File: config.mk
export PLATFORM = sky130hd
export DESIGN_NAME = p_clic_ctrl
export DESIGN_NICKNAME = d
export VERILOG_FILES = /design/src/rtl/p_clic_ctrl.sv
export SDC_FILE = /design/constraint.sdc
export NUM_CORES = 1
export LEC_CHECK = 0
export CAP_MARGIN = 20
export CORE_ASPECT_RATIO = 1.2
export CORE_MARGIN = 10
export CORE_UTILIZATION = 39
export CTS_CLUSTER_SIZE = 30
export DETAILED_ROUTE_END_ITERATION = 10
export GPL_TIMING_DRIVEN = 0
export PLACE_DENSITY = 0.66
export SETUP_SLACK_MARGIN = 0.4
export SLEW_MARGIN = 30
export SYNTH_ARGS = -nofsm -noshare
export SYNTH_HDL_FRONTEND = slang
export SYNTH_SLANG_ARGS = --single-unit
File: constraint.sdc
create_clock -name clk -period 2 [get_ports clk]
set_clock_uncertainty 0.15 [all_clocks]
set_input_delay 0.3 -clock clk [delete_from_list [all_inputs] [get_ports clk]]
set_output_delay 0.3 -clock clk [all_outputs]
set_load 0.02 [all_outputs]
File: src/rtl/p_clic_ctrl.sv
// Interrupt offer controller with a nesting threshold stack.
// Offers the arbiter's winner to the core, pushes and pops the threshold on take/complete.
module p_clic_ctrl #(
    parameter int NrSources  = 4,
    parameter int PrioWidth  = 3,
    parameter int Depth      = 4,
    localparam int SrcWidth   = (NrSources > 1) ? $clog2(NrSources) : 1,
    localparam int DepthWidth = $clog2(Depth + 1)
) (
    input  logic                  clk,
    input  logic                  rst,
    input  logic [SrcWidth-1:0]   index,
    input  logic                  is_interrupt,
    input  logic [PrioWidth-1:0]  win_prio,
    input  logic                  irq_ready,
    input  logic                  complete,
    output logic [PrioWidth-1:0]  t,
    output logic                  irq_valid,
    output logic [SrcWidth-1:0]   irq_id,
    output logic [PrioWidth-1:0]  irq_level,
    output logic [NrSources-1:0]  clr,
    output logic [DepthWidth-1:0] depth,
    output logic                  err
);

    typedef enum logic {IDLE, OFFER} state_e;

    state_e                state_q, state_d;
    logic [PrioWidth-1:0]  t_q, t_d;
    logic [DepthWidth-1:0] depth_q, depth_d;
    logic                  valid_q, valid_d;
    logic [SrcWidth-1:0]   id_q, id_d;
    logic [PrioWidth-1:0]  level_q, level_d;
    logic [NrSources-1:0]  clr_q, clr_d;
    logic                  err_q, err_d;
    logic [PrioWidth-1:0]  stack_q [Depth];
    logic [PrioWidth-1:0]  stack_d [Depth];

    logic                  take;
    logic                  empty;
    logic                  full;
    logic                  pop;
    logic [PrioWidth-1:0]  top;

    always_comb begin
        state_d = state_q;
        t_d     = t_q;
        depth_d = depth_q;
        valid_d = valid_q;
        id_d    = id_q;
        level_d = level_q;
        clr_d   = '0;
        err_d   = 1'b0;
        stack_d = stack_q;
        top     = '0;

        take  = valid_q & irq_ready;
        empty = (depth_q == '0);
        full  = (depth_q == DepthWidth'(Depth));
        pop   = complete & ~empty;

        for (int i = 0; i < Depth; i++) begin
            if (depth_q == DepthWidth'(i + 1)) top = stack_q[i];
        end

        case (state_q)
            IDLE: begin
                if (is_interrupt && !full) begin
                    state_d = OFFER;
                    valid_d = 1'b1;
                    id_d    = index;
                    level_d = win_prio;
                end
            end
            OFFER: begin
                if (take) begin
                    state_d = IDLE;
                    valid_d = 1'b0;
                    clr_d   = NrSources'(1) << id_q;
                end
            end
            default: state_d = IDLE;
        endcase

        // A take in the same cycle as a pop replaces the top in place, so the stack is left as-is.
        if (take) begin
            t_d = level_q;
            if (!pop) begin
                for (int i = 0; i < Depth; i++) begin
                    if (depth_q == DepthWidth'(i)) stack_d[i] = t_q;
                end
                depth_d = depth_q + DepthWidth'(1);
            end
        end else if (pop) begin
            t_d     = top;
            depth_d = depth_q - DepthWidth'(1);
        end

        if (complete && empty) err_d = 1'b1;
    end

    always_ff @(posedge clk) begin
        if (rst) begin
            state_q <= IDLE;
            t_q     <= '0;
            depth_q <= '0;
            valid_q <= 1'b0;
            id_q    <= '0;
            level_q <= '0;
            clr_q   <= '0;
            err_q   <= 1'b0;
        end else begin
            state_q <= state_d;
            t_q     <= t_d;
            depth_q <= depth_d;
            valid_q <= valid_d;
            id_q    <= id_d;
            level_q <= level_d;
            clr_q   <= clr_d;
            err_q   <= err_d;
        end
    end

    // Entries above depth are never read, so the stack needs no reset.
    always_ff @(posedge clk) begin
        stack_q <= stack_d;
    end

    assign t         = t_q;
    assign depth     = depth_q;
    assign irq_valid = valid_q;
    assign irq_id    = id_q;
    assign irq_level = level_q;
    assign clr       = clr_q;
    assign err       = err_q;

endmodule

* After elaboration in Yosys (flattened, before gate mapping)
Index checks and enable logic that the tools add are counted.
Widths: inputs -> output; s select.
** Word-level totals
- Register bits :: 30
- Latch bits :: 0
- Bits in writable memories :: 0
- ROM bits :: 0
- Output and inout port bits :: 17
- Logic and storage cells :: 57
- Memories kept :: 0
** Operators by class
- Add/sub/neg operators :: 2
- Multipliers :: 0
- Divide/modulo/power cells :: 0
- Magnitude comparators :: 0
- Equal/unequal tests :: 7
- Shift-type cells :: 1
- Muxes and demuxes :: 16
- Bitwise logic cells :: 6
- Reductions and logical operators :: 13
** Operators by type and width (count)
- $mux 3 :: 9
- $reduce_and 3->1 :: 4
- $eq 3x2->1 const B :: 2
- $reduce_and 2->1 :: 3
- $mux 1 :: 5
- $ne 2x2->1 const B :: 2
- $not 1->1 :: 4
- $pmux 1 s2 :: 2
- $shl 1x2->4 const A :: 1
- $add 3x1->3 const B :: 1
- $eq 3x1->1 const B :: 1
- $eq 3x3->1 const B :: 1
- $logic_not 3->1 :: 1
- $reduce_or 3->1 :: 1
- $sub 3x1->3 const B :: 1
- $and 1x1->1 :: 2
- $logic_and 1x1->1 :: 2
- $ne 2x1->1 const B :: 1
- $reduce_bool 2->1 :: 1
- $logic_not 1->1 :: 1

* Longest topological paths before layout
Gate-level depths: netlist (run 1).
- Word-level depth :: 7
- Depth in mapped cells :: 9
- Mapped depth without buffers :: 8

* Least setup slack after synthesis (run 1)
No wires, ideal clock.
- Kind :: reg-to-reg
- Start :: reg depth_q[0], in the netlist depth[0]
- End :: reg t_q[0], in the netlist t[0]
- Library setup time :: 143 ps
- Arrival time :: 1991 ps
- Data required time :: 1707 ps
- Setup slack :: -284 ps
- Cell stages (with the launch flop) :: 10
- Buffers on the path :: 1
- Cell sequence :: dfxtp_1 > inv_1 > ha_1 > inv_1 > o21ai_0 > ha_1 > clkbuf_1 > a311o_1 > a31oi_1 > a2111oi_2
** Between the ends
- Word-level cells in the longest chain between the ends :: 7
- Elaborated cells on any way between the ends :: 14
- Classes of those cells :: eq/ne (4); mux (6); bitwise (2); reduce/logical (2)
** Ends and longest elaborated chain
- start: declaration :: line 30 : logic [DepthWidth-1:0] depth_q, depth_d;
- start signal: assignment :: line 115 : depth_q <= depth_d;
- $eq 3x1->1 :: line 63 : if (depth_q == DepthWidth'(i + 1)) top = stack_q[i];
- $mux 3 (4 in series) :: line 63
- $mux 3 :: line 94 : end else if (pop) begin
- $mux 3 :: line 86 : if (take) begin
- end signal: assignment :: line 114 : t_q <= t_d;
- end: declaration :: line 29 : logic [PrioWidth-1:0] t_q, t_d;
Several ways; a longest one is shown, not always the timed one. The select of a mux whose other input is x is not followed.
A chain may end at the register's enable or synchronous reset.

* Worst setup path after layout (run 1)
- Start :: reg depth_q[1], in the netlist depth[1]
- End :: reg t_q[2], in the netlist t[2]
Same word-level chain as after synthesis.

==> metrics, run 1 <==
status complete, no violations; Starting Density 39.9%; fin cells 201; Num CTS Buffers 5; delay-heaviest family, CP compound AO/OA/AOI/OAI gates; Cells after DPL about 180; Post-Syn Area 1310 um2; max-cap check violation count 0; share of cells above drive strength 1 31.7%; Worst-path clk slew approximately 0.060 ns; CP Capture Type register; Via density 5.31; CP endpoint t[2]; GRT Util Overall 11.8%; die width approximately 73 um; Clock Sinks 30; FF-to-FF setup slack 0.17 ns; die area approximately 6100 um2; Nets 181; Final Setup Violations 0; Leak 0.822 nW; capture point of the worst reg-to-reg path t[2]; fill count 289; Slew @ Worst Pin 0.450 ns; worst relative slew slack 70.0%; post-route setup slack 0.173 ns; syn_area_per_cell between 10 and 15 um2; Crit path largest cell delay 0.36 ns; CP bufs+invs 3; worst-skew pair later-pin latency 0.28 ns; Synth cell types 30; CP arrival ~1.8 ns; CTS Hold Buffers Added 0; Startpoint Class register; depth of the worst register-to-register path 9; commonest non-fill, non-tap cells in the layout dlygate4sd2_1 (17), dfxtp_1 (14), buf_4 (13); Critical Path, Cell by Cell inv_4 -> ha_4 -> inv_4 -> o21ai_4 -> ha_4 -> buf_8 -> a311o_1 -> a31oi_4 -> a2111oi_4; antenna viol nets, final 0; sequential element share of the synthesized area 55.1%; Pwr Density approximately 1300 nW/um2; worst flop-to-flop path startpoint depth[1]; ANT cells 0; peak supply drop 0.720 mV; Syn Nets 133; post-synthesis register bit count 30; period utilization 91.4%; Synth Instances between 100 and 150; number of global-route vias before repair 1190; fmax approximately 0.55 GHz; Max Slew Vio Count 0; Post-Route WL 3440 um; first-pass detailed-route iteration total 4; minimum clock period between 1.5 and 2 ns; unrepaired setup endpoints after global routing yes; largest net degree at the start of global routing 11; grt ovf 0; CP required 2.00 ns; initial antenna violation count 0; Max Buffers Root-to-Sink 2; Hold Crit Class input pin to register; commonest non-fill, non-tap cell in the layout dlygate4sd2_1; Levels on crit path 9; CP Max Fanout 5; multi-input logic area 686 um2; I/O Buffers 26; FF+latch area ~730 um2; first-pass GRT wire length approximately 5700 um; Ports 27; H-tree Lvls 2; detailed-route DRC error count 0; DRT iter0 DRCs 71; DP Wirelength approximately 2400 um; DIE HEIGHT 83.5 um; Synth warnings 0; Wirelength per Cell approximately 17 um; Rows 23; Core ar. 3280 um2; worst setup path start depth[1]; final hold vios 0; final core occ 60.7%; clock root buffer master clkbuf_8; Slowest-stage cell, CP dfxtp_4; gp weighted congestion 0.716; CTS tree done; critical path start-end classification register to register; DR vias 1067; synthesis-to-layout area growth 52.2%; pre-CTS WS -0.323 ns
[repair_timing]
item / in CTS / in global routing
buffers inserted: 12 / 3
setup endpoints to repair: 35 / 26
pin swaps: 8 / 8
gates resized for setup: 32 / 15
[registers in the layout, indices dropped and copies added, names as in the netlist]
name,count
state_q,1
irq_valid,1
err,1
stack_q,12
t,3
clr,4
irq_id,2
irq_level,3
depth,3
[report_power, final]
part	switching [mW]	internal, mW
Clock	0.219	0.277
Sequential	0.121	0.772
Combinational	0.567	0.563
Total	0.906	1.61
[through the flow]
step	power (mW)	hold WS, ns	cell area, um2	setup TNS (ns)
6_report	2.52	0.203	1990	0
5_1_grt	2.67	0.215	1990	0
4_1_cts	2.37	0.202	1870	0
3_5_place_dp	1.72	0.304	1660	-0.937
3_3_place_gp	1.70	0.297	1660	-0.876
2_1_floorplan	1.41	0.227	1350	0
[cell families after synthesis]
family                     Yosys count  share of synthesized area, %
muxes                                6                          4.59
DFF                                 30                          55.1
adders and majority gates            8                          7.65
and+or+nand+nor                     36                          14.8
buffers and inverters               11                          3.73
AOI/OAI and AO/OA                   22                          12.8
xor gates and xnor gates             2                          1.34
[metal layers]
layer	up-vias	share of wire [%]	wire [um]	track usage (%)
li1	507	-	-	-
met1	522	39	1330	12.3
met2	33	52	1810	19.7
met3	5	7.6	263	5.24
met4	0	1.3	46	4.67
met5	-	0	0	0
[worst min path at each step]
stage / start / endpoint / cells past startpoint
after floorplan: rst / err / 1
after global placement: irq_valid / irq_valid / 1
after detailed placement: irq_valid / irq_valid / 1
after CTS: irq_ready / irq_valid / 2
after global routing: irq_ready / irq_valid / 2
final: irq_ready / irq_valid / 2
[synth_stat cells, drive strengths merged]
master	n	share of area (%)
nand2	6	1.7
a21o	1	0.57
nor2	10	2.9
xor2	1	0.67
a2111oi	3	3.4
nor4b	1	0.67
mux2i	6	4.6
and3	4	1.9
a311o	3	2.3
xnor2	1	0.67
inv	8	2.3
ha	8	7.6
o21ai	5	1.9
a21oi	5	1.9
and2	2	0.96
nor2b	1	0.48
nor3	4	1.5
o21bai	1	0.57
a311oi	1	0.67
dfxtp	18	28
and4	1	0.67
a31oi	3	1.4
nand2b	3	1.4
buf	1	0.86
nand3b	2	1.4
edfxtp	12	28
nor3b	2	1.1
clkbuf	2	0.57
[cell type report]
type                            count  area share [%]
Inverter                            8            2.01
Multi-Input combinational cell     74            34.4
Timing Repair Buffer               41            18.5
Tap cell                           37            2.32
Clock buffer                        7            4.33
Buffer                              3            1.51
Sequential cell                    30            36.7
Clock inverter                      1           0.251
(Power assumes the default switching activity.)
==> run 2: changes to the inputs <==
CORE_ASPECT_RATIO = 0.5   (was 1.2)
CTS_BUF_LIST = sky130_fd_sc_hd__clkbuf_4   (was unset)
==> metrics, run 2 (same netlist as run 1, synthesis figures left out) <==
Starting Density 42.2% (was 39.9%); CTS tree done (unchanged); Max Slew Vio Count 0 (unchanged); Cells after DPL 181 (was 178); share of cells above drive strength 1 36.3% (was 31.7%); Core ar. 3100 um2 (was 3280 um2); Min-Delay Path Depth 2 (unchanged); first-pass GRT wire length 5150 um (was 5710 um); commonest non-fill, non-tap cell in the layout buf_4 (was dlygate4sd2_1); DIE HEIGHT 61.0 um (was 83.5 um); Hold Crit Class input pin to register (unchanged); grt ovf 0 (unchanged); Num CTS Buffers 5 (unchanged); Max Buffers Root-to-Sink 2 (unchanged); DP Wirelength 2190 um (was 2360 um); synthesis-to-layout area growth 48.9% (was 52.2%); final hold vios 0 (unchanged); GRT Util Overall 11.0% (was 11.8%); Rows 14 (was 23); initial antenna violation count 0 (unchanged); WL met2 1640 um (was 1810 um); peak supply drop 0.433 mV (was 0.720 mV); number of flip-flops in the largest register 12 (unchanged); CP Max Fanout 5 (unchanged); antenna viol nets, final 0 (unchanged); Ports 27 (unchanged); depth of the worst register-to-register path 9 (unchanged); worst flop-to-flop path startpoint depth[1] (unchanged); detailed-route DRC error count 0 (unchanged); DR vias 1042 (was 1067); die width 102 um (was 72.9 um); period utilization 90.3% (was 91.4%); fin cells 208 (was 201); clock root buffer master clkbuf_4 (was clkbuf_8); wl on met1 1480 um (was 1330 um); Startpoint Class register (unchanged); Via density 5.01 (was 5.31); ANT cells 0 (unchanged); DRT iter0 DRCs 29 (was 71); critical path start-end classification register to register (unchanged); I/O Buffers 26 (unchanged); unrepaired setup endpoints after global routing yes (unchanged); Leak 0.805 nW (was 0.822 nW); max-cap check violation count 0 (unchanged); WL met3 185 um (was 263 um); FF-to-FF setup slack 0.19 ns (was 0.17 ns); die area 6210 um2 (was 6080 um2); Largest Register stack_q (unchanged); Hold Path End irq_valid (unchanged); CP arrival 1.85 ns (was 1.83 ns); minimum clock period 1.81 ns (was 1.83 ns); gp weighted congestion 0.751 (was 0.716); Wirelength per Cell 16.0 um (was 17.1 um); number of global-route vias before repair 1034 (was 1190); final hold slack 0.171 ns (was 0.203 ns); Worst-path clk slew 0.09 ns (was 0.06 ns); Slew @ Worst Pin 0.438 ns (was 0.450 ns); worst-skew pair later-pin latency 0.32 ns (was 0.28 ns); Hold Startpoint irq_ready (unchanged); largest net degree at the start of global routing 11 (unchanged); first-pass detailed-route iteration total 4 (unchanged); Final Setup Violations 0 (unchanged); CP Capture Type register (unchanged); fmax 0.554 GHz (was 0.547 GHz); capture point of the worst reg-to-reg path t[2] (unchanged); status complete, no violations (unchanged); H-tree Lvls 2 (unchanged); top sig layer met4 (unchanged); Clock Sinks 30 (unchanged); worst relative slew slack 70.8% (was 70.0%); Pwr Density 1210 nW/um2 (was 1260 nW/um2); Nets 185 (was 181); CP required 2.05 ns (was 2.00 ns); Post-Route WL 3320 um (was 3440 um); commonest non-fill, non-tap cells in the layout buf_4 (18), dfxtp_1 (14), dlygate4sd2_1 (12), edfxtp_1 (12), nor2_1 (10) (was dlygate4sd2_1 (17), dfxtp_1 (14), buf_4 (13))
-- run 2: cell count changes in the layout (fill, tap and decap cells not counted), sizes merged --
cell / change
clkinv: +1
clkbuf: +5
dlygate4sd2: -5
clkdlybuf4s15: -1
buf: +4
-- run 2: area by class of cell --
| type | instances | area (um2) |
|---|---|---|
| Timing Repair Buffer | 45 | 362 |
| Sequential cell | 30 | 731 |
| Clock inverter | 2 | 8.76 |
| Clock buffer | 6 | 45.0 |
| Fill cell | 252 | 1150 |
| Tap cell | 40 | 50.0 |
| Buffer | 3 | 30.0 |
| Inverter | 8 | 40.0 |
| Multi-Input combinational cell | 74 | 682 |
-- run 2: worst max-delay path by stage --
stage	start	end	depth (start not counted)
finish	depth[1]	t[2]	9
global route	depth[1]	t[1]	9
CTS	depth[0]	t[1]	9
detailed placement	irq_ready	t[1]	9
global placement	irq_ready	t[1]	9
floorplan	depth[0]	t[2]	9
-- run 2: worst max-delay path, cell delays in order, from the launching register on --
cell	delay [ns]
dfxtp_4	0.37
inv_4	0.04
ha_4	0.16
inv_4	0.06
o21ai_4	0.07
ha_4	0.17
buf_8	0.12
a311o_1	0.27
a31oi_2	0.22
a2111oi_4	0.05
-- run 2: where the power goes --
part	internal (mW)	switching (mW)
logic	0.559	0.563
registers	0.771	0.118
clock network	0.145	0.204
-- run 2: metal layers --
layer	GRT usage, %	vias to the layer above
li1	-	520
met5	0	-
met1	13.0	495
met4	5.38	0
met2	17.6	25
met3	4.20	2
-- run 2: what timing repair did --
item	4_1_cts	5_1_grt
setup endpoints to repair	34	31
resized for setup	34	22
setup buffers	13	6
hold buffers	0	0
pin swaps	4	6
-- run 2: through the flow --
step | setup WS (ns) | area [um2] | setup TNS [ns] | utilization [%] | power [mW]
finish | 0.193 | 1950 | 0 | 62.8 | 2.36
global placement | -0.333 | 1660 | -0.941 | 53.6 | 1.70
detailed placement | -0.352 | 1660 | -0.997 | 53.6 | 1.71
global route | 0.143 | 1950 | 0 | 62.8 | 2.52
floorplan | 0.195 | 1350 | 0 | - | 1.41
CTS | 0.146 | 1850 | 0 | 59.8 | 2.21
